## src/rtl/serial_adder_if.sv

```systemverilog
// serial_adder_if: operand/result bundle for serial_adder.
// Optional macro SERIAL_ADDER_SUB_EN adds the 'sub' request line.
interface serial_adder_if #(
  parameter int unsigned WIDTH = 8
);
  logic             start;
  logic [WIDTH-1:0] a;
  logic [WIDTH-1:0] b;
  logic             cin;
`ifdef SERIAL_ADDER_SUB_EN
  logic             sub;
`endif
  logic [WIDTH-1:0] sum;
  logic             cout;
  logic             ovf;
  logic             busy;
  logic             done;

  modport master (
    output start, a, b, cin,
`ifdef SERIAL_ADDER_SUB_EN
    output sub,
`endif
    input  sum, cout, ovf, busy, done
  );

  modport slave (
    input  start, a, b, cin,
`ifdef SERIAL_ADDER_SUB_EN
    input  sub,
`endif
    output sum, cout, ovf, busy, done
  );
endinterface

```

## src/rtl/serial_adder.sv

```systemverilog
// serial_adder: bit-serial adder, one bit per clock, LSB first.
// Optional macro SERIAL_ADDER_SUB_EN enables subtraction (a - b) via bus.sub.
module serial_adder #(
  parameter int unsigned WIDTH = 8
) (
  input  logic             clk,
  input  logic             rst_n,
  serial_adder_if.slave    bus
);
  localparam int unsigned     CW   = $clog2(WIDTH);
  localparam logic [CW-1:0]   LAST = CW'(WIDTH - 1);

  typedef enum logic [1:0] {IDLE, RUN, DONE} state_e;

  state_e           state_q, state_d;
  logic [WIDTH-1:0] a_q, a_d;
  logic [WIDTH-1:0] b_q, b_d;
  logic             c_q, c_d;
  logic [CW-1:0]    cnt_q, cnt_d;
  logic [WIDTH-1:0] acc_q, acc_d;
  logic [WIDTH-1:0] sum_q, sum_d;
  logic             cout_q, cout_d;
  logic             ovf_q, ovf_d;
  logic             busy_q, busy_d;
  logic             done_q, done_d;

  logic             bit_s;
  logic             carry_s;
  logic [WIDTH-1:0] acc_next;

  // Subtraction is folded into the operand latch: b is inverted and the
  // carry seeded with 1, so the run phase is the same full adder either way.
  always_comb begin
    state_d  = state_q;
    a_d      = a_q;
    b_d      = b_q;
    c_d      = c_q;
    cnt_d    = cnt_q;
    acc_d    = acc_q;
    sum_d    = sum_q;
    cout_d   = cout_q;
    ovf_d    = ovf_q;
    done_d   = 1'b0;

    bit_s    = a_q[0] ^ b_q[0] ^ c_q;
    carry_s  = (a_q[0] & b_q[0]) | (a_q[0] & c_q) | (b_q[0] & c_q);
    acc_next = {bit_s, acc_q[WIDTH-1:1]};

    case (state_q)
      IDLE, DONE: begin
        if (bus.start) begin
          state_d = RUN;
          a_d     = bus.a;
`ifdef SERIAL_ADDER_SUB_EN
          b_d     = bus.sub ? ~bus.b : bus.b;
          c_d     = bus.sub ? 1'b1   : bus.cin;
`else
          b_d     = bus.b;
          c_d     = bus.cin;
`endif
          cnt_d   = '0;
          acc_d   = '0;
        end else begin
          state_d = IDLE;
        end
      end
      RUN: begin
        a_d   = a_q >> 1;
        b_d   = b_q >> 1;
        c_d   = carry_s;
        acc_d = acc_next;
        cnt_d = cnt_q + 1'b1;
        if (cnt_q == LAST) begin
          state_d = DONE;
          sum_d   = acc_next;
          cout_d  = carry_s;
          ovf_d   = c_q ^ carry_s;
          done_d  = 1'b1;
        end
      end
      default: state_d = IDLE;
    endcase

    busy_d = (state_d == RUN);
  end

  always_ff @(posedge clk or negedge rst_n) begin
    if (!rst_n) begin
      state_q <= IDLE;
      a_q     <= '0;
      b_q     <= '0;
      c_q     <= 1'b0;
      cnt_q   <= '0;
      acc_q   <= '0;
      sum_q   <= '0;
      cout_q  <= 1'b0;
      ovf_q   <= 1'b0;
      busy_q  <= 1'b0;
      done_q  <= 1'b0;
    end else begin
      state_q <= state_d;
      a_q     <= a_d;
      b_q     <= b_d;
      c_q     <= c_d;
      cnt_q   <= cnt_d;
      acc_q   <= acc_d;
      sum_q   <= sum_d;
      cout_q  <= cout_d;
      ovf_q   <= ovf_d;
      busy_q  <= busy_d;
      done_q  <= done_d;
    end
  end

  assign bus.sum  = sum_q;
  assign bus.cout = cout_q;
  assign bus.ovf  = ovf_q;
  assign bus.busy = busy_q;
  assign bus.done = done_q;
endmodule

```

## src/flat_wrapper.sv

```systemverilog
// flat-port wrapper written by rule: the top's interface ports become plain ports
module serial_adder_flat 
#(
  parameter int unsigned WIDTH = 8
)
  (clk, rst_n, bus_start, bus_a, bus_b, bus_cin, bus_sum, bus_cout, bus_ovf, bus_busy, bus_done);
  serial_adder_if #(.WIDTH(WIDTH)) bus_i ();
  input  logic clk;
  input  logic rst_n;
  input wire logic [$bits(bus_i.start)-1:0] bus_start;
  input wire logic [$bits(bus_i.a)-1:0] bus_a;
  input wire logic [$bits(bus_i.b)-1:0] bus_b;
  input wire logic [$bits(bus_i.cin)-1:0] bus_cin;
  output wire logic [$bits(bus_i.sum)-1:0] bus_sum;
  output wire logic [$bits(bus_i.cout)-1:0] bus_cout;
  output wire logic [$bits(bus_i.ovf)-1:0] bus_ovf;
  output wire logic [$bits(bus_i.busy)-1:0] bus_busy;
  output wire logic [$bits(bus_i.done)-1:0] bus_done;
  assign bus_i.start = bus_start;
  assign bus_i.a = bus_a;
  assign bus_i.b = bus_b;
  assign bus_i.cin = bus_cin;
  assign bus_sum = bus_i.sum;
  assign bus_cout = bus_i.cout;
  assign bus_ovf = bus_i.ovf;
  assign bus_busy = bus_i.busy;
  assign bus_done = bus_i.done;
  serial_adder #(.WIDTH(WIDTH)) u_core (.clk(clk), .rst_n(rst_n), .bus(bus_i));
endmodule
```

## config.mk

```make
export PLATFORM = sky130hd
export DESIGN_NAME = serial_adder_flat
export DESIGN_NICKNAME = d
export VERILOG_FILES = /design/src/rtl/serial_adder_if.sv /design/src/rtl/serial_adder.sv /design/src/flat_wrapper.sv
export SDC_FILE = /design/constraint.sdc
export NUM_CORES = 1
export LEC_CHECK = 0
export BUFFER_PORTS_ARGS = -buffer_cell sky130_fd_sc_hd__buf_4
export CAP_MARGIN = 20
export CORE_MARGIN = 4
export CORE_UTILIZATION = 55
export CTS_BUF_LIST = sky130_fd_sc_hd__clkbuf_8
export CTS_CLUSTER_DIAMETER = 120
export DETAILED_ROUTE_END_ITERATION = 10
export GPL_TIMING_DRIVEN = 0
export PLACE_DENSITY = 0.76
export SYNTH_ARGS = -nofsm -noshare
export SYNTH_HDL_FRONTEND = slang
export SYNTH_SLANG_ARGS = --single-unit
export TNS_END_PERCENT = 5
```

## constraint.sdc

```tcl
create_clock -name clk -period 4.1 [get_ports clk]
set_clock_uncertainty 0.05 [all_clocks]
set_input_delay 0.41 -clock clk [delete_from_list [all_inputs] [get_ports clk]]
set_output_delay 0.41 -clock clk [all_outputs]
set_load 0.005 [all_outputs]
```

==> metrics.csv <==
stage;metric;value;unit
final_layout;synthToLayoutAreaGrowth;18.6;%
global_route;grt_max_degree;42;
route;routed_wl;3890;microns
timing;rsz0062_at_grt;false;
floorplanning;design.core.area;3420;sq um
place;place_congestion;0.763;
route;vias;1434;
critical_path;cpPeakStageDelay;0.42;ns
final_layout;drive_gt1_share;30.4;%
route;wl_per_cell;14.8;microns
floorplanning;die_h;68.3;microns
critical_path;worstPathArrival;1.74;ns
floorplanning;start_util;58.6;%
synthesis;synth_edf_count;0;
timing;min_period;1.61;ns
critical_path;reg2regPathDepth;5;
synthesis;ys_types;25;
floorplanning;die_area;4670;sq um
global_route;gr-usage-all-layers;19.6;%
timing;worst_pin_slew;0.505;ns
floorplanning;num_io_pins;32;
global_route;grt-ovfl-total;0;
critical_path;crit_chain;ha_1, ha_1, nand3b_4, buf_6, mux2_4;
clock_tree;cts_hold_buffers;0;
synthesis;synth.avg_cell_area;11.2;sq um
power;power_density;694;nW/um^2
route;vias_per_cell;5.45;
route;first_pass_iters;4;
clock_tree;cts_buffers;5;
clock_tree;cts_max_path_buffers;2;
synthesis;synth_cells;178;
timing;relSlewSlack;66.4;%
clock_tree;cts_root_buf;clkbuf_8;
synthesis;yosysWarnings;0;
hold_path;hp-class;in2async;
clock_tree;tritoncts;yes;
route;final_antenna_net_count;0;
synthesis;ys_seq_area_share;51.2;%
critical_path;crit_fanout;10;
clock_tree;cts.reportedPaths.clkPinSlew;0.08;ns
clock_tree;clk_latency;0.29;ns
critical_path;cpMostUsedCell;ha_1;
critical_path;timing.rr.start;u_core.cnt_q[0]$_DFFE_PN0P_;
timing;hold_violations;0;
timing;slew_viol_final;0;
clock_tree;clkSinkCount;41;
timing;finalSetupTns;0;ns
timing;fmax;0.622;GHz
synthesis;synth_common_cells;dfrtp_1 (41), a21oi_1 (16), mux2_2 (13), o21ai_0 (13), mux2i_1 (11);
synthesis;synth.most_common_cell;dfrtp_1;
place;hpwl;2870;microns
global_route;grt_pass1_wl;6640;microns
global_route;antenna_found_initial;0;
synthesis;ys_ff_latch;41;
clock_tree;cts_resized;0;
synthesis;syn_area;2000;sq um
synthesis;syn_nets;201;
floorplanning;row_count;21;
route;drt-initial-drc-count;59;
synthesis;yosys.area.top_type;dfrtp_1;
critical_path;worstSetupStartpointType;register;
critical_path;required;4.23;ns
place;port_buffers;31;
critical_path;cp_slowest_cell;dfrtp_1;
power;finalPower;1650;uW
outcome;status;completed;
critical_path;worst_r2r_endpoint;u_core.bus.sum[0]$_DFFE_PN0P_;
synthesis;synth_top_area_share;51.2;%
power;ir_worst_vdd;319;uV
floorplanning;chipWidth;68.3;microns
critical_path;cp-end-kind;register;
final_layout;nets;239;
global_route;grt_pass1_vias;1433;
synthesis;synthArstFlopShare;100;%
timing;final-setup-viol-count;0;
synthesis;synth_ff_type;dfrtp_1;
final_layout;diodes;0;
clock_tree;post-cts-setup-buffers;0;
timing;period_share;39.2;%
final_layout;finish.utilization;69.5;%
synthesis;synth_area_leaders;dfrtp_1 (51%), mux2_2 (7.3%), mux2i_1 (5.5%);
critical_path;ff2ff_setup_slack;2.49;ns
clock_tree;cts-htree-levels;2;
route;drc;0;
critical_path;worstSetupPathType;reg2reg;
power;p_leak;0.00113;uW
job;cap_violations;0;
==> sequential cells by signal, summed over array words and instances, names as in the netlist <==
| signal | cells |
|---|---|
| u_core.cnt_q | 3 |
| u_core.c_q | 1 |
| u_core.bus.sum | 8 |
| u_core.a_q | 8 |
| u_core.bus.ovf | 1 |
| u_core.acc_q | 7 |
| u_core.bus.done | 1 |
| u_core.b_q | 8 |
| u_core.state_q | 2 |
| u_core.bus.busy | 1 |
| u_core.bus.cout | 1 |
==> critical path: cells and delay by family (launching register included) <==
kind          cells  cell delay (ns)
flops             1             0.42
simple gates      1             0.14
buf+inv           1             0.15
mux               1             0.30
fa+ha+maj         2             0.44
==> per-stage QoR <==
stage | cells | area [sq um] | hold slack [ns] | worst slack [ns]
4_1_cts | 263 | 2370 | 0.0438 | 2.48
3_3_place_gp | 255 | 2290 | 0.359 | 2.53
5_1_grt | 263 | 2370 | 0.0673 | 2.42
3_5_place_dp | 255 | 2290 | 0.367 | 2.49
6_report | 263 | 2370 | 0.0297 | 2.49
2_1_floorplan | 178 | 2000 | 0.0644 | 2.59
==> cell type report <==
cell class	instances	area, sq um
tap	46	57.6
timing repair buffer	31	233
multi-input combinational	114	842
sequential	41	1030
clock buffer	5	68.8
buffer	13	96.3
inverter	10	37.5
clock inverter	3	13.8
fill	287	1040
==> metal layers <==
metal	GRT usage (%)	wire length, microns	part of all wire, %	vias to the layer above
met2	33.6	1970	51	33
met3	5.42	185	4.8	6
met5	0	0	0	-
met4	7.44	54	1.4	0
met1	23.4	1680	43	703
li1	-	-	-	692
==> report_power, final <==
group          total (uW)  internal, uW  switching (uW)  leakage (uW)
logic                 691           372             320      0.000573
clock network         249           115             133     0.0000491
registers             709           586             123      0.000506
total                1650          1070             576       0.00113
==> cell families after synthesis <==
kind of cell / after synthesis / share of synthesized area, %
XOR/XNOR: 2 / 0.875
multiplexers: 26 / 14.3
AND/OR/NAND/NOR: 35 / 10.3
adder cells (fa/ha/maj): 3 / 2.25
buffers and inverters: 23 / 6.69
flip-flops: 41 / 51.2
AO/OA/AOI/OAI: 48 / 14.3
==> cells in the final DEF (no fill, tap or decap) <==
cell type  synthesis  final
dfrtp_1           41     41
buf_4              1     32
a21oi_1           16     16
o21ai_0           13     13
mux2_2            13     13
inv_1             10     11
mux2i_1           11     11
nand2b_1          10     10
nor2b_1           10     10
a211oi_1          10     10
nand2_1            8      8
buf_6              5      5
buf_2              5      5
o22ai_1            5      5
clkbuf_8           0      5
a22o_1             4      4
nand3_1            3      3
mux2_4             2      2
clkbuf_1           2      2
nor2_1             2      2
ha_1               2      2
clkinv_2           0      2
nand3b_4           1      1
xnor2_1            1      1
xor2_1             1      1
and2_4             1      1
fa_1               1      1
==> worst max-delay path by stage <==
stage | endpoint | slack [ns] | startpoint | cells past startpoint
final | u_core.bus.sum[0]$_DFFE_PN0P_ | 2.49 | u_core.cnt_q[0]$_DFFE_PN0P_ | 5
after global routing | u_core.bus.sum[0]$_DFFE_PN0P_ | 2.42 | u_core.cnt_q[0]$_DFFE_PN0P_ | 5
after CTS | u_core.bus.sum[0]$_DFFE_PN0P_ | 2.48 | u_core.cnt_q[0]$_DFFE_PN0P_ | 5
after detailed placement | u_core.bus.sum[1]$_DFFE_PN0P_ | 2.49 | u_core.cnt_q[0]$_DFFE_PN0P_ | 5
after global placement | u_core.bus.sum[0]$_DFFE_PN0P_ | 2.53 | u_core.cnt_q[0]$_DFFE_PN0P_ | 5
after floorplan | u_core.bus.sum[0]$_DFFE_PN0P_ | 2.59 | u_core.cnt_q[0]$_DFFE_PN0P_ | 5
Power figures use the tool's default switching activity.
